--- config.mk ---
export PLATFORM = sky130hd
export DESIGN_NAME = hif_queue_reader
export DESIGN_NICKNAME = d
export VERILOG_FILES = /design/src/rtl/hif_queue_reader.sv
export SDC_FILE = /design/constraint.sdc
export NUM_CORES = 1
export LEC_CHECK = 0
export ABC_CLOCK_PERIOD_IN_PS = 9280
export BUFFER_PORTS_ARGS = -buffer_cell sky130_fd_sc_hd__buf_2
export CAP_MARGIN = 20
export CORE_ASPECT_RATIO = 0.7
export CORE_MARGIN = 2
export CORE_UTILIZATION = 48
export DETAILED_ROUTE_END_ITERATION = 6
export PLACE_DENSITY = 0.7
export SYNTH_ARGS = -nofsm -noshare
export SYNTH_HDL_FRONTEND = slang
export SYNTH_SLANG_ARGS = --single-unit
--- constraint.sdc ---
create_clock -name clk -period 9.28 [get_ports clk]
set_input_delay 0 -clock clk [delete_from_list [all_inputs] [get_ports clk]]
set_output_delay 0 -clock clk [all_outputs]
set_load 0.1 [all_outputs]
--- src/rtl/hif_queue_reader.sv ---
// hif_queue_reader: consumer side of the circular sample queue. Each accepted
// write trigger sweeps the newest TAPS samples out of the queue RAM, multiplies
// them against a coefficient ROM, and emits one saturated filtered sample.
module hif_queue_reader #(
   parameter int DEPTH = 1536,
   parameter int AW    = 11,
   parameter int DW    = 16,
   parameter int CW    = 16,
   parameter int TAPS  = 1021
) (
   input  logic          clk,
   input  logic          rst,
   input  logic          wrt_smpl,
   input  logic [AW-1:0] wr_ptr,
   input  logic          q_full,
   output logic [AW-1:0] raddr,
   input  logic [DW-1:0] rdata,
   output logic [AW-1:0] caddr,
   input  logic [CW-1:0] cdata,
   output logic          busy,
   output logic [DW-1:0] smpl_out,
   output logic          vld,
   output logic          overrun
);

   localparam int PW    = DW + CW;
   localparam int ACC_W = DW + CW + AW;

   localparam logic [AW-1:0] TAPS_M1  = AW'(TAPS - 1);
   localparam logic [AW-1:0] DEPTH_M1 = AW'(DEPTH - 1);
   // Modular offset; truncation is harmless when DEPTH == 2**AW.
   localparam logic [AW-1:0] DEPTH_AW = AW'(DEPTH);

   localparam logic signed [ACC_W-1:0] SAT_MAX = ACC_W'(2**(DW-1) - 1);
   localparam logic signed [ACC_W-1:0] SAT_MIN = ~SAT_MAX;

   typedef enum logic [1:0] {IDLE, SWEEP, DRAIN, OUT} state_t;

   state_t                   state, state_nxt;
   logic                     trigger;
   logic                     last_tap;
   logic                     drain_done;
   logic [AW-1:0]            start;
   logic                     v0, v1, v2;
   logic signed [DW-1:0]     s1_smpl;
   logic signed [CW-1:0]     s1_coef;
   logic signed [PW-1:0]     prod;
   logic signed [ACC_W-1:0]  acc;
   logic signed [ACC_W-1:0]  acc_shr;
   logic [DW-1:0]            sat;

   assign busy       = (state != IDLE);
   assign last_tap   = (caddr == TAPS_M1);
   // Only the final product remains in flight: it lands in acc this edge.
   assign drain_done = v2 & ~v1 & ~v0;

   // State register.
   always_ff @(posedge clk or posedge rst) begin
      // NOTE: sequential state uses non-blocking assignments so every flop
      // samples pre-edge values regardless of block ordering.
      if (rst) state <= IDLE;
      else     state <= state_nxt;
   end

   // Next-state logic and trigger decode.
   always_comb begin
      // NOTE: defaults first so no path leaves a signal unassigned (no latch).
      state_nxt = state;
      trigger   = 1'b0;
      unique case (state)
         IDLE: if (wrt_smpl && q_full) begin
            trigger   = 1'b1;
            state_nxt = SWEEP;
         end
         SWEEP: if (last_tap)   state_nxt = DRAIN;
         DRAIN: if (drain_done) state_nxt = OUT;
         OUT:                   state_nxt = IDLE;
         default:               state_nxt = IDLE;
      endcase
   end

   // Oldest sample of the window, modulo the queue depth.
   always_comb begin
      if (wr_ptr >= TAPS_M1) start = wr_ptr - TAPS_M1;
      else                   start = wr_ptr + DEPTH_AW - TAPS_M1;
   end

   // Address generation: queue pointer wraps at DEPTH, ROM address is the tap index.
   always_ff @(posedge clk or posedge rst) begin
      if (rst) begin
         raddr <= '0;
         caddr <= '0;
      end else if (trigger) begin
         raddr <= start;
         caddr <= '0;
      end else if (state == SWEEP && !last_tap) begin
         raddr <= (raddr == DEPTH_M1) ? '0 : raddr + AW'(1);
         caddr <= caddr + AW'(1);
      end
   end

   // Valid tags that follow each issued address down the pipeline.
   always_ff @(posedge clk or posedge rst) begin
      if (rst) begin
         v0 <= 1'b0;
         v1 <= 1'b0;
         v2 <= 1'b0;
      end else begin
         v0 <= (state == SWEEP);
         v1 <= v0;
         v2 <= v1;
      end
   end

   // Operand and product registers; contents are qualified by the valid tags.
   always_ff @(posedge clk) begin
      // NOTE: pure datapath registers carry no reset; the valid tags gate them.
      s1_smpl <= rdata;
      s1_coef <= cdata;
      prod    <= s1_smpl * s1_coef;
   end

   // Accumulator, cleared at trigger; wide enough that it never overflows.
   always_ff @(posedge clk or posedge rst) begin
      if (rst)          acc <= '0;
      else if (trigger) acc <= '0;
      else if (v2)      acc <= acc + {{AW{prod[PW-1]}}, prod};
   end

   // Rescale from Q1.(CW-1) with floor, then clamp to the sample range.
   always_comb begin
      acc_shr = acc >>> (CW - 1);
      if (acc_shr > SAT_MAX)      sat = {1'b1, {(DW-1){1'b0}}} ^ {DW{1'b1}};
      else if (acc_shr < SAT_MIN) sat = {1'b1, {(DW-1){1'b0}}};
      else                        sat = acc_shr[DW-1:0];
   end

   // Result register, valid pulse and sticky overrun flag.
   always_ff @(posedge clk or posedge rst) begin
      if (rst) begin
         smpl_out <= '0;
         vld      <= 1'b0;
         overrun  <= 1'b0;
      end else begin
         vld <= (state == OUT);
         if (state == OUT)     smpl_out <= sat;
         if (wrt_smpl && busy) overrun  <= 1'b1;
      end
   end

endmodule

**After elaboration in Yosys (flattened, before gate mapping)**

Index checks and enable logic that the tools add are counted.

- Bits in registers: 152
- Bits in latches: 0
- RAM bits: 0
- Bits in read-only memories: 0
- Output and inout bits: 41
- Logic and storage cells: 60
- Memories kept: 0

- Add/sub/neg operators: 6
- $mul: 1
- Divide/modulo/power cells: 0
- $lt $le $gt $ge: 3
- Equal/unequal tests: 8
- Shift-type cells: 0
- Muxes and demuxes: 16
- Bitwise operators: 4
- Reduce and logical (&&, ||, !) cells: 9

Operator list:

| kind | count |
|---|---|
| 43-bit two-way mux | 2 |
| 11-bit two-way mux | 6 |
| 43-bit adder | 1 |
| 16-bit by 16-bit multiplier with 32-bit output | 1 |
| 16-bit two-way mux | 2 |
| 28-bit by 16-bit greater-than comparator with 1-bit output, second input constant | 1 |
| 28-bit by 16-bit < comparator with 1-bit output, second input constant | 1 |
| 11-bit by 1-bit adder with 11-bit output, second input constant | 2 |
| 11-bit by 10-bit subtractor with 11-bit output, second input constant | 2 |
| 11-bit adder, second input constant | 1 |
| 11-bit by 10-bit equality test with 1-bit output, second input constant | 1 |
| 11-bit equality test, second input constant | 1 |
| 11-bit by 10-bit greater-or-equal comparator with 1-bit output, second input constant | 1 |
| 2-bit one-hot mux with 4 select lines | 1 |
| 2-bit two-way mux | 3 |
| 2-bit inequality test, second input constant | 3 |
| 2-bit nonzero test | 3 |
| 2-bit equality test, second input constant | 2 |
| 1-bit logical AND | 3 |
| 3-bit AND reduction | 1 |
| 1-bit bitwise AND | 2 |
| 2-bit by 1-bit equality test with 1-bit output, second input constant | 1 |
| 2-bit logical NOT | 1 |
| 1-bit two-way mux | 2 |
| 2 further kinds | 3 |

**Depth between registers and ports, before layout**

Gate-level depths: netlist of run 1.

- Depth after elaboration: 5
- Gate-level depth with buffers: 27

**Worst setup path after synthesis of run 1**

No wires, ideal clock.

- Path type: reg-to-reg
- Start point: register s1_smpl[15]
- End point: register prod[31]
- Library setup time: 0.072 ns
- Arrival time: 6.430 ns
- Required time: 9.208 ns
- Slack: 2.778 ns
- Stages on the path, launching flop included: 24
- Clock period less this slack: 6.502 ns
- Cells stage by stage: dfxtp_1 > clkbuf_1 > nand2_1 > fa_1 > inv_1 > fa_1 > inv_1 > fa_1 > fa_1 > fa_1 > fa_1 > inv_1 > ha_1 > nand4_1 > nor2_1 > a211o_1 > a21oi_1 > o2111ai_1 > a41oi_1 > nor2b_1 > o21ai_1 > nand2b_1 > o31ai_1 > xnor2_1

- Longest elaborated chain between the ends: 1

RTL lines:

| what | line | source |
|---|---|---|
| start: declaration | 45 | `logic signed [DW-1:0] s1_smpl;` |
| start signal: assignment | 118 | `s1_smpl <= rdata;` |
| 16-bit by 16-bit multiplier with 32-bit output | 120 | `prod <= s1_smpl * s1_coef;` |
| end signal: assignment | 120 |  |
| end: declaration | 47 | `logic signed [PW-1:0] prod;` |

Every way passes these cells.
A chain may end at the register's enable or synchronous reset.

**Final worst setup path of run 1**

Ends and elaborated chain as after synthesis.

==> impl_metrics.toml, run 1 <==
[global_route]
vias_in_the_first_global_route = 13940
gr-usage-all-layers = 0.2263
grt_remaining_overflow = 0
initial_antenna_violation_count = 1
grt_start_max_net_pins = 74
grt_first_pass_wirelength_um = 68310

[critical_path]
critical_path.reg2reg.endpoint = "prod[31]"
stage_delay_of_the_slowest_cell_on_the_critical_path_ps = 920
cpMostUsedCell = "fa_1"
slowest_cell_on_the_critical_path = "fa_1"
critical_path_buf_inv_count = 3
cp_launch_type = "flop"
critical_path_required_ps = 9670
reg2regPathDepth = 22
path_class = "flop to flop"
critical_path_peak_fanout = 16
crit-reg2reg-launch = "s1_smpl[15]"
crit_arrival_ps = 7550
path_cells = "nand2_1, fa_1, inv_1, fa_1, inv_1, fa_1, fa_1, fa_1, fa_1, inv_1, ha_1, nand4_1, nor2_1, a211o_1, a21oi_1, o2111ai_1, a41oi_1, nor2b_1, o21ai_1, nand2b_1, o31ai_1, xnor2_1"
worst_path_dominant_cell_family = "adder cells"
reg2reg_slack_ps = 2120
end_kind = "flop"

[synth]
yosysUniqueCellTypes = 68
syn-num-nets = 2331
synth_area_per_cell_um2 = 9.188
yosysTopAreaCellShare = 0.3033
synth.area.top_cells = "fa_1, dfrtp_1, ha_1, inv_1, dfxtp_1"
syn-instance-count = 1889
synth_edf_count = 0
most_used_dff_post_synth = "dfrtp_1"
seq_area_frac_synth = 0.2007
ys_seq_elements = 152
syn-cell-area_um2 = 17360
synth-warning-count = 0
netlist.top_cell.by_area = "fa_1"
async_reset_ff_frac = 0.5789

[routing]
dr_total_vias = 13080
wire_per_inst_um = 15.77
total_met2_wirelength_after_detailed_routing_um = 18240
dr_wl_met3_um = 1657
drt-pass1-iter-count = 6
viasPerCell = 5.270
drt.antenna.violating_nets = 0
top_signal_layer_used = "met4"
drc = 0
routed_wl_um = 39120
m1WireLength_um = 18300
first_iter_violations = 856

[min_path]
hold_path_class = "primary input to async pin"

[timing]
finalHoldWorstSlack_ps = 26.29
setup-tns-final_ps = 0
finalClockSkew_ps = 14.31
finalCriticalPeriod_ps = 7164
setup_repair_after_global_routing_missed_its_margin = "false"
fmaxAchievable_ghz = 0.1396
timing.final.hold_violations = 0
timing_worst_slew_pin_value_ps = 937.0
finalSetupViolCount = 0
tcrit_tclk_final = 0.7720
slew-limit-headroom = 0.3753
report.final.slew_viol_count = 0

[floorplanning]
die_area_um2 = 37720
floorplan.die.height_um = 163.1
num_io_pins = 88
die_w_um = 231.3
initial_core_util = 0.4851
coreArea_um2 = 35780
placementRows = 58

[clocking]
numCtsBuffers = 17
cts.clk_slew.worst_paths_ps = 80
ctsLongestPathBuffers = 2
clock_insertion_delay_worst_skew_ps = 460
post-cts-setup-buffers = 0
clock-root-buffer = "clkbuf_16"
cts-htree-levels = 4
clkSinkCount = 152
post_cts_resize_count = 0
cts_tree = "done"
post_cts_hold_buffer_count = 45

[placed_design]
finalWeightedCongestion = 0.8758
io_buffer_count = 87
hpwl_after_dpl_um = 30320

[final_layout]
post_route_cells_drive_above_1_share = 0.06900
design.final.nets = 2429
layout_overhead_on_the_synthesized_area_pct = 11.19

[flow_run]
cap_violations = 0

[status]
outcome = "finished clean"
[layout by cell type (no fill, tap or decap), types with 25 or more instances in the layout]
cell type / Yosys / routed
ha_1: 132 / 132
nand2_1: 168 / 168
xnor2_1: 60 / 60
nor2_1: 120 / 119
a21o_1: 34 / 34
inv_1: 371 / 370
dfrtp_1: 88 / 88
and2_1: 127 / 127
dlygate4sd3_1: 0 / 45
fa_1: 263 / 263
o21ai_0: 30 / 30
dfxtp_1: 64 / 64
buf_2: 1 / 87
xor2_1: 25 / 25
a21oi_1: 75 / 75
[final cells by class]
class / count / area [um2]
Antenna cell: 1 / 2.502
Clock buffer: 17 / 425.4
Clock inverter: 15 / 200.2
Fill cell: 3207 / 16480
Inverter: 372 / 1398
Multi-Input combinational cell: 1307 / 12270
Sequential cell: 152 / 3483
Tap cell: 480 / 600.6
Timing Repair Buffer: 137 / 923.4
[tightest hold or removal path, cell delays in order]
cell	delay [ps]
dlygate4sd3_1	530
buf_2	120
clkinv_2	210
[layer usage]
metal,GRT usage,vias to the layer above
met3,0.03422,66
met5,0,-
met1,0.3132,6553
met4,0.06569,0
met2,0.3704,300
li1,-,6157
[Yosys cell counts (4+ instances only)]
cell      instances
o31ai_1           5
ha_1            132
nand2b_1         14
a41oi_1           5
a211oi_1          6
dfxtp_1          64
o21bai_1          5
o21ai_1          24
a31oi_1          11
o21a_1           20
clkbuf_1         53
dfrtp_1          88
o21ai_0          30
nor2b_1          10
fa_1            263
o211ai_1          9
a21o_1           34
buf_1             4
mux2i_1          24
xnor2_1          60
o22ai_1          19
a21oi_1          75
or3_1             6
and3_1            9
nand2_1         168
inv_1           371
nand3_1          24
nor2_1          120
and2_1          127
xor2_1           25
nand4_1          16
a211o_1           6
nor3_1           13
[metrics by stage]
step	std cells	utilization	cell area, um2	worst slack (ps)
final	2481	0.5394	19300	2116
after global routing	2481	0.5394	19300	1598
after CTS	2480	0.5393	19300	2107
after detailed placement	2403	0.5093	18220	2196
after global placement	2403	0.5093	18220	2311
after floorplan	1889	-	17360	2778
[registers in the layout (all words and copies together) (netlist names)]
| name | flops |
|---|---|
| acc | 43 |
| caddr | 11 |
| overrun | 1 |
| prod | 32 |
| raddr | 11 |
| s1_coef | 16 |
| s1_smpl | 16 |
| smpl_out | 16 |
| state | 2 |
| v0 | 1 |
| v1 | 1 |
| v2 | 1 |
| vld | 1 |
[worst max path at each step]
| stage | startpoint | endpoint | slack, ps | cells past startpoint |
|---|---|---|---|---|
| 2_1_floorplan | s1_smpl[15] | prod[31] | 2780 | 23 |
| 3_3_place_gp | s1_smpl[15] | prod[31] | 2310 | 22 |
| 3_5_place_dp | s1_smpl[15] | prod[31] | 2200 | 22 |
| 4_1_cts | s1_smpl[15] | prod[31] | 2110 | 22 |
| 5_1_grt | s1_coef[5] | prod[31] | 1600 | 22 |
| 6_report | s1_smpl[15] | prod[31] | 2120 | 22 |
[cell families (layout without fill, tap and decap cells)]
group,count (synthesis),after routing,synth area share
other cells,0,1,0
buf+inv,430,541,0.09306
simple gates,522,522,0.1448
xor+xnor,85,85,0.04289
flops,152,152,0.2007
compound gates,281,281,0.1062
fa+ha+maj,395,395,0.3985
mux,24,24,0.01384
Power of run 1 is left out: the tool's default activity adds up to more than one toggle a clock period on the data nets, which glitch-free logic cannot reach.
==> inputs of run 2 (changes only) <==
--- a/config.mk
+++ b/config.mk
@@ -5,7 +5,7 @@
 export SDC_FILE = /design/constraint.sdc
 export NUM_CORES = 1
 export LEC_CHECK = 0
-export ABC_CLOCK_PERIOD_IN_PS = 9280
+export ABC_CLOCK_PERIOD_IN_PS = 7500
 export BUFFER_PORTS_ARGS = -buffer_cell sky130_fd_sc_hd__buf_2
 export CAP_MARGIN = 20
 export CORE_ASPECT_RATIO = 0.7
==> constraint.sdc (replaced) <==
create_clock -name clk -period 7.5 [get_ports clk]
set_input_delay 0 -clock clk [delete_from_list [all_inputs] [get_ports clk]]
set_output_delay 0 -clock clk [all_outputs]
set_load 0.1 [all_outputs]
==> run 2 against run 1 <==
The run now ends with DRC left. Sequential cell count unchanged. Wire length increased by 2.0%. Critical path depth increased by 1. Clock skew increased by 0.93 ps. Hold slack improved by 11 ps. Count of clock-buffer cells in the layout increased by 1. Sequential share of layout area about the same. Critical endpoint unchanged. Largest cell class unchanged.
==> impl_metrics.toml, run 2 (synthesis results as in run 1) <==
[status]
outcome = "finished, violations left"
failed_checks = "DRC"

[routing]
wire_per_inst_um = 16.01
drt-pass1-iter-count = 7
routed_wl_um = 39900
viasPerCell = 5.286
first_iter_violations = 983
drt.antenna.violating_nets = 0
drc = 8
dr_total_vias = 13170

[global_route]
gr-usage-all-layers = 0.2266
gr-usage-met1 = 0.3074
initial_antenna_violation_count = 2
grt_start_max_net_pins = 74
grt_remaining_overflow = 0
busiest_layer = "met2"
grt_first_pass_wirelength_um = 67880
met2_grt_util = 0.3755
vias_in_the_first_global_route = 13900
gr-usage-met3 = 0.03771

[floorplanning]
initial_core_util = 0.4851
die_area_um2 = 37720
placementRows = 58
floorplan.die.height_um = 163.1
coreArea_um2 = 35780
num_io_pins = 88
die_w_um = 231.3

[clocking]
ctsLongestPathBuffers = 2
post-cts-setup-buffers = 0
clock_insertion_delay_worst_skew_ps = 450
post_cts_resize_count = 0
cts-htree-levels = 4
cts_tree = "done"
clkSinkCount = 152
cts.clk_slew.worst_paths_ps = 70
post_cts_hold_buffer_count = 45
numCtsBuffers = 17
clock-root-buffer = "clkbuf_16"

[critical_path]
path_cells = "nand2_1, fa_1, inv_1, fa_1, buf_4, inv_1, fa_1, fa_1, fa_1, fa_1, inv_1, ha_1, nand4_1, nor2_1, a211o_1, a21oi_1, o2111ai_1, a41oi_1, nor2b_1, o21ai_1, nand2b_1, o31ai_1, xnor2_1"
path_class = "flop to flop"
cp_launch_type = "flop"
cpMostUsedCell = "fa_1"
crit_arrival_ps = 7360
cp-endpoint = "prod[31]"
reg2regPathDepth = 23
critical_path.reg2reg.endpoint = "prod[31]"
startpoint = "s1_coef[4]"
critical_path_peak_fanout = 16
crit-reg2reg-launch = "s1_coef[4]"
critical_path_required_ps = 7880
end_kind = "flop"
stage_delay_of_the_slowest_cell_on_the_critical_path_ps = 720
reg2reg_slack_ps = 520
slowest_cell_on_the_critical_path = "dfxtp_1"

[placed_design]
hpwl_after_dpl_um = 31340
preCtsSetupSlack_ps = 558.4
placed_instances = 2412
finalWeightedCongestion = 0.8814
io_buffer_count = 87
placement.cell_area_um2 = 18290

[timing]
tcrit_tclk_final = 0.9312
fmaxAchievable_ghz = 0.1432
timing_worst_slew_pin_value_ps = 976.2
setup-tns-final_ps = 0
postLayoutSetupSlackWorst_ps = 516.3
finalSetupViolCount = 0
slew-limit-headroom = 0.3492
finalClockSkew_ps = 15.24
finalCriticalPeriod_ps = 6984
timing.final.hold_violations = 0
report.final.slew_viol_count = 0
setup_repair_after_global_routing_missed_its_margin = "false"

[final_layout]
most_common_cell_after_layout_fill_and_taps_aside = "inv_1"
layout_overhead_on_the_synthesized_area_pct = 11.30
largestRegisters = "acc: 43 flops, prod: 32 flops"
most-common-layout-cells = "inv_1, fa_1, nand2_1"
final_cells = 2492
post_route_cells_drive_above_1_share = 0.07317
largest-register = "acc"
n_fill_cell = 3210
final_instance_area_um2 = 19320
design.final.nets = 2438
number_of_flip_flops_in_the_largest_register = 43

[flow_run]
cap_violations = 0

[min_path]
hold_path_class = "primary input to async pin"
-- run 2: changes by cell type in the layout (fill, tap and decap cells not counted) --
cell,delta
clkbuf_8,+1
diode_2,+2
bufinv_16,-2
clkinvlp_4,+2
buf_4,+9
inv_6,+1
clkinv_4,+1
inv_8,-4
clkinv_2,+1
-- run 2: per-layer routing --
| metal | part of all wire | wire length (um) |
|---|---|---|
| met5 | 0 | 0 |
| met4 | 0.022 | 863 |
| met3 | 0.053 | 2132 |
| met2 | 0.48 | 19040 |
| met1 | 0.45 | 17870 |
-- run 2: final cells by class --
cell class | instances | area [um2] | area share
sequential | 152 | 3483 | 0.1803
inverter | 372 | 1398 | 0.07235
timing repair buffer | 146 | 991.0 | 0.05130
tap | 480 | 600.6 | 0.03109
clock inverter | 14 | 132.6 | 0.006866
antenna | 3 | 7.507 | 0.0003886
clock buffer | 18 | 439.2 | 0.02273
multi-input combinational | 1307 | 12270 | 0.6349
-- run 2: worst min path at each step --
stage,from,end,slack (ps),cells after the start
6_report,rst,acc[3],40,3
5_1_grt,rst,acc[3],60,3
2_1_floorplan,cdata[0],s1_coef[0],30,0
4_1_cts,rst,acc[3],30,3
3_5_place_dp,rst,acc[1],-40,2
3_3_place_gp,rst,acc[3],-40,2
-- run 2: critical path, delay by kind of cell (launching register included) --
kind	cells	cell delay [ps]
adders and majority gates	7	3540
AOI/OAI and AO/OA	6	1390
DFF	1	720
and+or+nand+nor	5	660
buffers and inverters	4	420
xor gates and xnor gates	1	150
-- run 2: per-stage QoR --
| stage | hold slack [ps] | utilization |
|---|---|---|
| 2_1_floorplan | 27.72 | - |
| 3_3_place_gp | -38.49 | 0.5112 |
| 3_5_place_dp | -36.68 | 0.5112 |
| 4_1_cts | 29.50 | 0.5397 |
| 5_1_grt | 58.55 | 0.5399 |
| 6_report | 37.52 | 0.5399 |
Power of run 2 is left out for the same reason.
